===== src/rtl/stack_ctrl_pkg.sv =====
`default_nettype none
// +------------------------------------------------------------------+
// | stack_ctrl_pkg : state encoding and default stack bounds          |
// | Rev 1.0                                                           |
// +------------------------------------------------------------------+
package stack_ctrl_pkg;

  typedef enum logic [2:0] {
    ST_IDLE     = 3'd0,
    ST_PUSH_WR  = 3'd1,
    ST_PUSH_DEC = 3'd2,
    ST_POP_INC  = 3'd3,
    ST_POP_RD   = 3'd4,
    ST_POP_CAP  = 3'd5,
    ST_DONE     = 3'd6,
    ST_ERR      = 3'd7
  } state_t;

  localparam logic [15:0] c_stack_top   = 16'h01FF;
  localparam logic [15:0] c_stack_base  = 16'h0100;
  localparam int          c_mem_latency = 1;

endpackage
`default_nettype wire


===== src/rtl/stack_ctrl_if.sv =====
`default_nettype none
// +------------------------------------------------------------------+
// | stack_ctrl_if : request, SP-register and RAM signals of stack_ctrl|
// | Rev 1.0                                                           |
// +------------------------------------------------------------------+
interface stack_ctrl_if #(
  parameter int DATA_W = 16
) ();

  logic              push_req;
  logic              pop_req;
  logic [DATA_W-1:0] push_data;
  logic [DATA_W-1:0] pop_data;
  logic              busy;
  logic              done;
  logic              err;
  logic              full;
  logic              empty;
  logic [15:0]       sp_val;
  logic              sp_inc;
  logic              sp_dec;
  logic [15:0]       mem_addr;
  logic [DATA_W-1:0] mem_wdata;
  logic              mem_we;
  logic              mem_re;
  logic [DATA_W-1:0] mem_rdata;

  modport slave (
    input  push_req, pop_req, push_data, sp_val, mem_rdata,
    output pop_data, busy, done, err, full, empty,
           sp_inc, sp_dec, mem_addr, mem_wdata, mem_we, mem_re
  );

  modport master (
    output push_req, pop_req, push_data, sp_val, mem_rdata,
    input  pop_data, busy, done, err, full, empty,
           sp_inc, sp_dec, mem_addr, mem_wdata, mem_we, mem_re
  );

endinterface
`default_nettype wire


===== src/rtl/stack_bounds.sv =====
`default_nettype none
// +------------------------------------------------------------------+
// | stack_bounds : combinational full/empty compare on the SP value   |
// | Rev 1.0                                                           |
// +------------------------------------------------------------------+
module stack_bounds
  import stack_ctrl_pkg::*;
#(
  parameter logic [15:0] STACK_TOP  = c_stack_top,
  parameter logic [15:0] STACK_BASE = c_stack_base
) (
  input  wire logic [15:0] sp_val,
  output logic             full,
  output logic             empty
);

  assign full  = (sp_val < STACK_BASE);
  assign empty = (sp_val == STACK_TOP);

endmodule
`default_nettype wire


===== src/rtl/stack_ctrl.sv =====
`default_nettype none
// +------------------------------------------------------------------+
// | stack_ctrl : push/pop sequencer for SP register and stack RAM     |
// | Option macro STACK_CTRL_GUARD_EN enables overflow/underflow guard |
// | Rev 1.0                                                           |
// +------------------------------------------------------------------+
module stack_ctrl
  import stack_ctrl_pkg::*;
#(
  parameter int          DATA_W     = 16,
  parameter logic [15:0] STACK_TOP  = c_stack_top,
  parameter logic [15:0] STACK_BASE = c_stack_base
) (
  input  wire logic   clk,
  input  wire logic   rst,
  stack_ctrl_if.slave bus
);

  state_t            r_state;
  state_t            w_next;
  logic [DATA_W-1:0] r_push_data;
  logic [DATA_W-1:0] r_pop_data;
  logic              w_full;
  logic              w_empty;

`ifdef STACK_CTRL_GUARD_EN
  stack_bounds #(
    .STACK_TOP  (STACK_TOP),
    .STACK_BASE (STACK_BASE)
  ) u_bounds (
    .sp_val (bus.sp_val),
    .full   (w_full),
    .empty  (w_empty)
  );
`else
  // Without the guard every request executes and SP wraps in the SP register.
  logic w_unused_bounds;
  assign w_unused_bounds = ^{STACK_TOP, STACK_BASE};
  assign w_full          = 1'b0;
  assign w_empty         = 1'b0;
`endif

  assign bus.full     = w_full;
  assign bus.empty    = w_empty;
  assign bus.pop_data = r_pop_data;

  always_ff @(posedge clk or negedge rst) begin
    if (!rst) begin
      r_state <= ST_IDLE;
    end else begin
      r_state <= w_next;
    end
  end

  always_ff @(posedge clk or negedge rst) begin
    if (!rst) begin
      r_push_data <= '0;
      r_pop_data  <= '0;
    end else begin
      if (r_state == ST_IDLE && bus.push_req && !w_full) begin
        r_push_data <= bus.push_data;
      end
      // RAM read data arrives one cycle after the POP_RD strobe.
      if (r_state == ST_POP_CAP) begin
        r_pop_data <= bus.mem_rdata;
      end
    end
  end

  always_comb begin
    w_next        = r_state;
    bus.busy      = (r_state != ST_IDLE);
    bus.done      = 1'b0;
    bus.err       = 1'b0;
    bus.sp_inc    = 1'b0;
    bus.sp_dec    = 1'b0;
    bus.mem_we    = 1'b0;
    bus.mem_re    = 1'b0;
    bus.mem_addr  = 16'h0000;
    bus.mem_wdata = '0;
    case (r_state)
      ST_IDLE: begin
        // Push wins a tie; a simultaneous pop is dropped, not queued.
        if (bus.push_req) begin
          w_next = w_full ? ST_ERR : ST_PUSH_WR;
        end else if (bus.pop_req) begin
          w_next = w_empty ? ST_ERR : ST_POP_INC;
        end
      end
      ST_PUSH_WR: begin
        bus.mem_we    = 1'b1;
        bus.mem_addr  = bus.sp_val;
        bus.mem_wdata = r_push_data;
        w_next        = ST_PUSH_DEC;
      end
      ST_PUSH_DEC: begin
        bus.sp_dec = 1'b1;
        w_next     = ST_DONE;
      end
      ST_POP_INC: begin
        bus.sp_inc = 1'b1;
        w_next     = ST_POP_RD;
      end
      ST_POP_RD: begin
        bus.mem_re   = 1'b1;
        bus.mem_addr = bus.sp_val;
        w_next       = ST_POP_CAP;
      end
      ST_POP_CAP: begin
        w_next = ST_DONE;
      end
      ST_DONE: begin
        bus.done = 1'b1;
        w_next   = ST_IDLE;
      end
      ST_ERR: begin
        bus.err = 1'b1;
        w_next  = ST_IDLE;
      end
      default: begin
        w_next = ST_IDLE;
      end
    endcase
  end

endmodule
`default_nettype wire


===== src/flat_wrapper.sv =====
// flat-port wrapper written by rule: the top's interface ports become plain ports
module stack_ctrl_flat import stack_ctrl_pkg::*;
#(
  parameter int          DATA_W     = 16,
  parameter logic [15:0] STACK_TOP  = c_stack_top,
  parameter logic [15:0] STACK_BASE = c_stack_base
)
  (clk, rst, bus_push_req, bus_pop_req, bus_push_data, bus_sp_val, bus_mem_rdata, bus_pop_data, bus_busy, bus_done, bus_err, bus_full, bus_empty, bus_sp_inc, bus_sp_dec, bus_mem_addr, bus_mem_wdata, bus_mem_we, bus_mem_re);
  stack_ctrl_if #(.DATA_W(DATA_W)) bus_i ();
  input  wire logic clk;
  input  wire logic rst;
  input wire logic [$bits(bus_i.push_req)-1:0] bus_push_req;
  input wire logic [$bits(bus_i.pop_req)-1:0] bus_pop_req;
  input wire logic [$bits(bus_i.push_data)-1:0] bus_push_data;
  input wire logic [$bits(bus_i.sp_val)-1:0] bus_sp_val;
  input wire logic [$bits(bus_i.mem_rdata)-1:0] bus_mem_rdata;
  output wire logic [$bits(bus_i.pop_data)-1:0] bus_pop_data;
  output wire logic [$bits(bus_i.busy)-1:0] bus_busy;
  output wire logic [$bits(bus_i.done)-1:0] bus_done;
  output wire logic [$bits(bus_i.err)-1:0] bus_err;
  output wire logic [$bits(bus_i.full)-1:0] bus_full;
  output wire logic [$bits(bus_i.empty)-1:0] bus_empty;
  output wire logic [$bits(bus_i.sp_inc)-1:0] bus_sp_inc;
  output wire logic [$bits(bus_i.sp_dec)-1:0] bus_sp_dec;
  output wire logic [$bits(bus_i.mem_addr)-1:0] bus_mem_addr;
  output wire logic [$bits(bus_i.mem_wdata)-1:0] bus_mem_wdata;
  output wire logic [$bits(bus_i.mem_we)-1:0] bus_mem_we;
  output wire logic [$bits(bus_i.mem_re)-1:0] bus_mem_re;
  assign bus_i.push_req = bus_push_req;
  assign bus_i.pop_req = bus_pop_req;
  assign bus_i.push_data = bus_push_data;
  assign bus_i.sp_val = bus_sp_val;
  assign bus_i.mem_rdata = bus_mem_rdata;
  assign bus_pop_data = bus_i.pop_data;
  assign bus_busy = bus_i.busy;
  assign bus_done = bus_i.done;
  assign bus_err = bus_i.err;
  assign bus_full = bus_i.full;
  assign bus_empty = bus_i.empty;
  assign bus_sp_inc = bus_i.sp_inc;
  assign bus_sp_dec = bus_i.sp_dec;
  assign bus_mem_addr = bus_i.mem_addr;
  assign bus_mem_wdata = bus_i.mem_wdata;
  assign bus_mem_we = bus_i.mem_we;
  assign bus_mem_re = bus_i.mem_re;
  stack_ctrl #(.DATA_W(DATA_W), .STACK_TOP(STACK_TOP), .STACK_BASE(STACK_BASE)) u_core (.clk(clk), .rst(rst), .bus(bus_i));
endmodule

===== config.mk =====
export PLATFORM = sky130hd
export DESIGN_NAME = stack_ctrl_flat
export DESIGN_NICKNAME = d
export VERILOG_FILES = /design/src/rtl/stack_ctrl_pkg.sv /design/src/rtl/stack_ctrl_if.sv /design/src/rtl/stack_bounds.sv /design/src/rtl/stack_ctrl.sv /design/src/flat_wrapper.sv
export SDC_FILE = /design/constraint.sdc
export NUM_CORES = 1
export LEC_CHECK = 0
export ABC_CLOCK_PERIOD_IN_PS = 1500
export CAP_MARGIN = 20
export CORE_MARGIN = 4
export CORE_UTILIZATION = 30
export DETAILED_ROUTE_END_ITERATION = 8
export HOLD_SLACK_MARGIN = 0.1
export PLACE_DENSITY = 0.71
export REMOVE_ABC_BUFFERS = 1
export SYNTH_ARGS = -nofsm -noshare
export SYNTH_HDL_FRONTEND = slang
export SYNTH_SLANG_ARGS = --single-unit

===== constraint.sdc =====
create_clock -name clk -period 1.5 [get_ports clk]
set_input_delay 0.15 -clock clk [delete_from_list [all_inputs] [get_ports clk]]
set_output_delay 0.15 -clock clk [all_outputs]
set_load 0.1 [all_outputs]

==> results of run 1 <==
==> flip-flops by register name, indices dropped and copies added (netlist names) <==
signal / cells
u_core.bus.pop_data: 16
u_core.r_push_data: 16
u_core.r_state: 3
==> per-stage QoR <==
stage                      util  hold slack (ps)  cell area (um2)  setup slack [ps]
after floorplan               -             -146             1650             -1770
after global placement    0.649              223             3600              -143
after detailed placement  0.649              222             3600              -180
after CTS                 0.705              464             3910              -289
after global routing      0.760              479             4210              -401
final                     0.760              463             4210              -341
==> worst max-delay path, stage by stage (launching register included) <==
cell	delay, ps
sky130_fd_sc_hd__dfrtp_2	440
sky130_fd_sc_hd__buf_6	140
sky130_fd_sc_hd__xnor2_4	150
sky130_fd_sc_hd__clkbuf_16	180
sky130_fd_sc_hd__nor3b_2	180
sky130_fd_sc_hd__buf_4	150
sky130_fd_sc_hd__buf_12	160
==> per-layer routing <==
layer	track usage	part of all wire
met5	0	0
met3	0.0533	0.072
met4	0.0439	0.0089
met2	0.262	0.54
met1	0.176	0.38
==> repair_timing <==
item	CTS	global route
pin swaps	18	13
resized for setup	48	42
endpoints found under the hold margin	35	0
endpoints found under the setup margin	55	59
hold buffers	1	0
buffers inserted	5	6
cloned	1	4
==> cells in the final DEF (no fill, tap or decap), drive strengths merged <==
cell type	instances
clkdlybuf4s50	50
or3	1
dlygate4sd3	1
and3	1
xor2	1
and2	17
mux2	33
conb	2
nor3b	18
nand2b	1
o31a	1
nand3b	1
xnor2	1
nand2	1
and3b	1
buf	95
dfrtp	35
nor4b	1
clkbuf	10
a21oi	1
nor2	2
==> worst max path at each step <==
stage | from | end | slack (ps) | depth (start not counted)
5_1_grt | u_core.r_state[2] | bus_mem_addr[14] | -400 | 6
4_1_cts | u_core.r_state[2] | bus_mem_wdata[6] | -290 | 5
2_1_floorplan | u_core.r_state[1] | bus_mem_wdata[0] | -1770 | 2
3_5_place_dp | u_core.r_state[0] | bus_mem_addr[15] | -180 | 4
6_report | u_core.r_state[2] | bus_mem_addr[14] | -340 | 6
3_3_place_gp | u_core.r_state[0] | bus_mem_addr[10] | -140 | 4
==> cell usage after synthesis <==
library cell	number	share of area
sky130_fd_sc_hd__buf_6	2	0.013
sky130_fd_sc_hd__nor2_1	2	0.0044
sky130_fd_sc_hd__nor3b_2	1	0.0073
sky130_fd_sc_hd__and2_1	17	0.062
sky130_fd_sc_hd__xnor2_2	1	0.0094
sky130_fd_sc_hd__or3_1	1	0.0036
sky130_fd_sc_hd__nand2b_1	1	0.0036
sky130_fd_sc_hd__nand2_1	1	0.0022
sky130_fd_sc_hd__mux2_4	10	0.087
sky130_fd_sc_hd__conb_1	1	0.0022
sky130_fd_sc_hd__buf_2	3	0.0087
sky130_fd_sc_hd__o31a_1	1	0.0051
sky130_fd_sc_hd__dfrtp_1	35	0.51
sky130_fd_sc_hd__a21oi_1	1	0.0029
sky130_fd_sc_hd__nor3b_1	17	0.074
sky130_fd_sc_hd__and3_1	1	0.0036
sky130_fd_sc_hd__mux2_2	23	0.15
sky130_fd_sc_hd__buf_4	4	0.017
sky130_fd_sc_hd__nor4b_4	1	0.014
sky130_fd_sc_hd__clkbuf_1	2	0.0044
sky130_fd_sc_hd__and3b_1	1	0.0051
sky130_fd_sc_hd__nand3b_2	1	0.0065
sky130_fd_sc_hd__xor2_1	1	0.0051
==> cells by family after synthesis <==
group / share of synthesized area
and+or+nand+nor: 0.186
other: 0.00218
xor gates and xnor gates: 0.0145
muxes: 0.237
DFF: 0.508
buffers and inverters: 0.0436
AOI/OAI and AO/OA: 0.00799
==> layout make-up <==
| cell class | instances | area (um2) |
|---|---|---|
| clock buffers | 6 | 72.6 |
| fillers | 336 | 1330 |
| multi-input cells | 83 | 1060 |
| flip-flops and latches | 35 | 880 |
| well taps | 72 | 90.1 |
| repair buffers | 150 | 2110 |
==> flow_results.xml, run 1 <==
<?xml version="1.0" encoding="UTF-8"?>
<metrics>
  <group name="global_routing">
    <metric name="grt_first_pass_wirelength" unit="mm">8.50</metric>
    <metric name="grt_max_degree" unit="">36</metric>
    <metric name="globalRouteOverflowTotal" unit="">0</metric>
    <metric name="grt_pass1_vias" unit="">1608</metric>
    <metric name="grt_antenna_before_repair" unit="">0</metric>
    <metric name="global_route.usage.total" unit="">0.151</metric>
  </group>
  <group name="hold_path">
    <metric name="hold_path.class" unit="">in -&gt; async</metric>
  </group>
  <group name="final_layout">
    <metric name="layoutNonFillerInstCount" unit="">346</metric>
    <metric name="area_growth" unit="%">145</metric>
    <metric name="share_of_cells_above_drive_strength_1" unit="">0.668</metric>
    <metric name="antenna_cells_inserted" unit="">0</metric>
    <metric name="num-nets-final" unit="">327</metric>
  </group>
  <group name="outcome">
    <metric name="run_status" unit="">finished, violations left</metric>
    <metric name="violated_checks" unit="">negative setup slack</metric>
  </group>
  <group name="critical_path">
    <metric name="timing.critical_path.from_type" unit="">flop</metric>
    <metric name="required" unit="ps">1350</metric>
    <metric name="reg2reg_from" unit="">u_core.r_state[2]</metric>
    <metric name="worst_setup_path_end_kind" unit="">output port</metric>
    <metric name="worstReg2RegEnd" unit="">u_core.r_push_data[4]</metric>
    <metric name="data_arrival_time_of_the_worst_path" unit="ps">1690</metric>
    <metric name="reg2regPathDepth" unit="">6</metric>
    <metric name="worst-r2r-setup-slack" unit="ps">-210</metric>
    <metric name="critPathMaxFanout" unit="">5</metric>
    <metric name="timing_worst_setup_path_type" unit="">reg -&gt; out</metric>
  </group>
  <group name="flow_run">
    <metric name="max_cap_violations" unit="">0</metric>
  </group>
  <group name="place">
    <metric name="dp_hpwl" unit="mm">3.89</metric>
    <metric name="finalWeightedCongestion" unit="">0.737</metric>
    <metric name="place.port_buffers" unit="">106</metric>
    <metric name="numPlacedInstances" unit="">324</metric>
  </group>
  <group name="route">
    <metric name="ant_nets" unit="">0</metric>
    <metric name="post_detailed_route_wirelength_per_cell" unit="um">17.9</metric>
    <metric name="via_per_inst" unit="">4.52</metric>
    <metric name="route.vias.total" unit="">1564</metric>
    <metric name="route.final.wire_length" unit="mm">6.20</metric>
    <metric name="drt_first_pass_iters" unit="">4</metric>
    <metric name="post-route-drc-count" unit="">0</metric>
    <metric name="drt_iter0_drc" unit="">10</metric>
  </group>
  <group name="floorplanning">
    <metric name="rows" unit="">27</metric>
    <metric name="dieHeight" unit="um">83.8</metric>
    <metric name="io_pins" unit="">109</metric>
    <metric name="core_area" unit="um2">5540</metric>
    <metric name="die-area" unit="um2">7020</metric>
    <metric name="effective_utilization_at_floorplan" unit="">0.311</metric>
    <metric name="die_w" unit="um">83.8</metric>
  </group>
  <group name="clock_network">
    <metric name="cts-buffers-inserted" unit="">5</metric>
    <metric name="level_count_of_the_clock_h_tree" unit="">2</metric>
    <metric name="clk-insertion-delay-late" unit="ps">270</metric>
    <metric name="worst_setup_hold_path_clk_slew" unit="ps">70</metric>
    <metric name="clock_net_sink_count" unit="">35</metric>
    <metric name="ctsRootBufferMaster" unit="">sky130_fd_sc_hd__clkbuf_8</metric>
    <metric name="cts_tree" unit="">built</metric>
    <metric name="clockBufferDepth" unit="">2</metric>
  </group>
  <group name="timing">
    <metric name="skew" unit="ps">3.23</metric>
    <metric name="finalSetupViolCount" unit="">71</metric>
    <metric name="report.final.slew_viol_count" unit="">0</metric>
    <metric name="finalCriticalPeriod" unit="ps">1840</metric>
    <metric name="finalHoldViolCount" unit="">0</metric>
    <metric name="fin_ws" unit="ps">-341</metric>
    <metric name="portion_of_the_clock_cycle_consumed_by_the_worst_path_in_the_final_layout" unit="">1.23</metric>
    <metric name="rsz_0062_raised_after_global_routing" unit="">true</metric>
    <metric name="clock.fmax" unit="MHz">543</metric>
    <metric name="finalSetupTns" unit="ps">-13510</metric>
  </group>
  <group name="synthesis">
    <metric name="synth-seq-area-share" unit="">0.508</metric>
    <metric name="netlist_instances" unit="">128</metric>
    <metric name="syn_avg_cell_area" unit="um2">13.5</metric>
    <metric name="synth-warning-count" unit="">0</metric>
    <metric name="synth_seq_cells" unit="">35</metric>
    <metric name="netlist_area" unit="um2">1720</metric>
    <metric name="yosys.cell_types.count" unit="">23</metric>
  </group>
</metrics>
Power of run 1 is not shown: default switching activity piles up to over one toggle a cycle in this logic, so the estimate is an artifact.
==> inputs of run 2 (changes only) <==
--- a/config.mk
+++ b/config.mk
@@ -10,6 +10,7 @@
 export CORE_MARGIN = 4
 export CORE_UTILIZATION = 30
 export DETAILED_ROUTE_END_ITERATION = 8
+export GPL_TIMING_DRIVEN = 0
 export HOLD_SLACK_MARGIN = 0.1
 export PLACE_DENSITY = 0.71
 export REMOVE_ABC_BUFFERS = 1
==> flow_results.xml, run 2 (same netlist as run 1, synthesis figures left out) <==
<?xml version="1.0" encoding="UTF-8"?>
<metrics>
  <group name="timing">
    <metric name="max_slew.worst_pin.slew" unit="ps">801</metric>
    <metric name="portion_of_the_clock_cycle_consumed_by_the_worst_path_in_the_final_layout" unit="">1.18</metric>
    <metric name="skew" unit="ps">4.26</metric>
    <metric name="clock.fmax" unit="MHz">566</metric>
    <metric name="finalCriticalPeriod" unit="ps">1770</metric>
    <metric name="report.final.slew_viol_count" unit="">0</metric>
    <metric name="rsz_0062_raised_after_global_routing" unit="">true</metric>
    <metric name="max-slew-margin-rel" unit="">0.466</metric>
    <metric name="fin_ws" unit="ps">-267</metric>
    <metric name="finalHoldViolCount" unit="">0</metric>
    <metric name="finalSetupViolCount" unit="">61</metric>
  </group>
  <group name="floorplanning">
    <metric name="die-area" unit="um2">7020</metric>
    <metric name="io_pins" unit="">109</metric>
    <metric name="rows" unit="">27</metric>
    <metric name="effective_utilization_at_floorplan" unit="">0.311</metric>
    <metric name="core_area" unit="um2">5540</metric>
    <metric name="dieHeight" unit="um">83.8</metric>
    <metric name="die_w" unit="um">83.8</metric>
  </group>
  <group name="global_routing">
    <metric name="met2_usage" unit="">0.267</metric>
    <metric name="grt_max_degree" unit="">36</metric>
    <metric name="grt_pass1_vias" unit="">1602</metric>
    <metric name="globalRouteOverflowTotal" unit="">0</metric>
    <metric name="gr-max-usage-layer" unit="">met2</metric>
    <metric name="globalRouteMet3Util" unit="">0.0573</metric>
    <metric name="groute.layer.met1.usage" unit="">0.169</metric>
    <metric name="global_route.usage.total" unit="">0.150</metric>
    <metric name="grt_antenna_before_repair" unit="">0</metric>
    <metric name="grt_first_pass_wirelength" unit="mm">8.45</metric>
  </group>
  <group name="final_layout">
    <metric name="layout_common_cells" unit="">50 x sky130_fd_sc_hd__clkdlybuf4s50_1, 32 x sky130_fd_sc_hd__dfrtp_1, 24 x sky130_fd_sc_hd__mux2_4, 24 x sky130_fd_sc_hd__buf_12, 21 x sky130_fd_sc_hd__clkbuf_8</metric>
    <metric name="multi_input_comb_area" unit="um2">1050</metric>
    <metric name="area_growth" unit="%">124</metric>
    <metric name="final_instance_area" unit="um2">3860</metric>
    <metric name="final.fill_count" unit="">388</metric>
    <metric name="ff_latch_area" unit="um2">882</metric>
    <metric name="share_of_cells_above_drive_strength_1" unit="">0.655</metric>
    <metric name="layout.cells.most_common" unit="">sky130_fd_sc_hd__clkdlybuf4s50_1</metric>
    <metric name="num-nets-final" unit="">315</metric>
    <metric name="antenna_cells_inserted" unit="">0</metric>
  </group>
  <group name="clock_network">
    <metric name="level_count_of_the_clock_h_tree" unit="">2</metric>
    <metric name="clk-insertion-delay-late" unit="ps">280</metric>
    <metric name="clockBufferDepth" unit="">2</metric>
    <metric name="cts_tree" unit="">built</metric>
    <metric name="worst_setup_hold_path_clk_slew" unit="ps">70</metric>
    <metric name="ctsRootBufferMaster" unit="">sky130_fd_sc_hd__clkbuf_8</metric>
    <metric name="cts-buffers-inserted" unit="">5</metric>
    <metric name="clock_net_sink_count" unit="">35</metric>
  </group>
  <group name="place">
    <metric name="dp_hpwl" unit="mm">3.12</metric>
    <metric name="dp_worst_setup_slack" unit="ps">-1590</metric>
    <metric name="place.port_buffers" unit="">106</metric>
    <metric name="dpl-instance-area" unit="um2">2810</metric>
    <metric name="finalWeightedCongestion" unit="">0.731</metric>
  </group>
  <group name="route">
    <metric name="route.vias.total" unit="">1536</metric>
    <metric name="post_detailed_route_wirelength_per_cell" unit="um">16.9</metric>
    <metric name="drt_first_pass_iters" unit="">4</metric>
    <metric name="route.final.wire_length" unit="mm">5.68</metric>
    <metric name="ant_nets" unit="">0</metric>
    <metric name="drt_iter0_drc" unit="">12</metric>
    <metric name="post-route-drc-count" unit="">0</metric>
    <metric name="via_per_inst" unit="">4.57</metric>
  </group>
  <group name="hold_path">
    <metric name="min_delay_worst_endpoint" unit="">u_core.bus.pop_data[13]</metric>
    <metric name="hold_path.class" unit="">in -&gt; reg</metric>
    <metric name="holdCritStartpoint" unit="">bus_mem_rdata[13]</metric>
    <metric name="hold_path_depth" unit="">2</metric>
  </group>
  <group name="critical_path">
    <metric name="critPathMaxFanout" unit="">8</metric>
    <metric name="reg2reg_from" unit="">u_core.r_state[1]</metric>
    <metric name="timing.critical_path.from_type" unit="">flop</metric>
    <metric name="worst_path_largest_cell_delay" unit="ps">530</metric>
    <metric name="worst-r2r-setup-slack" unit="ps">-140</metric>
    <metric name="worstReg2RegEnd" unit="">u_core.r_push_data[6]</metric>
    <metric name="timing_worst_setup_path_type" unit="">reg -&gt; out</metric>
    <metric name="worst_path_top_cell_family_by_delay" unit="">flip-flops</metric>
    <metric name="critical_path.startpoint" unit="">u_core.r_state[1]</metric>
    <metric name="data_arrival_time_of_the_worst_path" unit="ps">1620</metric>
    <metric name="required" unit="ps">1350</metric>
    <metric name="critical_path.n_buffers_inverters" unit="">3</metric>
    <metric name="worst_setup_path_end_kind" unit="">output port</metric>
    <metric name="slowest_stage_cell_cp" unit="">sky130_fd_sc_hd__dfrtp_4</metric>
    <metric name="reg2regPathDepth" unit="">5</metric>
    <metric name="cp_cell_sequence" unit="">nor3b_4 &gt; buf_6 &gt; clkbuf_16 &gt; and2_4 &gt; buf_12</metric>
  </group>
  <group name="outcome">
    <metric name="run_status" unit="">finished, violations left</metric>
    <metric name="violated_checks" unit="">negative setup slack</metric>
  </group>
  <group name="flow_run">
    <metric name="max_cap_violations" unit="">0</metric>
  </group>
</metrics>
-- run 2: how the worst max path moves through the flow --
stage,endpoint,slack [ps],depth (start not counted)
floorplan,bus_mem_wdata[0],-1770,2
global placement,bus_mem_wdata[6],-1580,3
detailed placement,bus_mem_wdata[0],-1590,3
CTS,bus_mem_addr[8],-230,3
global route,bus_mem_wdata[0],-320,5
finish,bus_mem_wdata[0],-270,5
-- run 2: area by class of cell --
type,instances,area share
multi-input cells,85,0.273
well taps,72,0.0234
clock inverters,2,0.00908
repair buffers,136,0.444
flip-flops and latches,35,0.229
clock buffers,6,0.0214
-- run 2: timing repair --
item / in CTS / in global routing
hold buffers: 1 / 0
cloned: 1 / 4
setup buffers: 18 / 8
gates resized for setup: 401 / 64
endpoints found under the setup margin: 87 / 62
pin swaps: 7 / 11
hold endpoints to repair: 35 / 0
-- run 2: routing by layer --
layer / share of wire / wire length, um
met5: 0 / 0
met4: 0.0055 / 31
met3: 0.074 / 423
met2: 0.53 / 3040
met1: 0.39 / 2190
-- run 2: stage by stage --
step	std cells	setup TNS [ps]	utilization	hold WS [ps]
2_1_floorplan	118	-71190	-	-146
5_1_grt	336	-14530	0.696	468
4_1_cts	324	-9760	0.616	467
3_5_place_dp	297	-69050	0.507	297
3_3_place_gp	296	-92480	0.506	482
6_report	336	-10520	0.696	474
Power of run 2 is left out for the same reason.
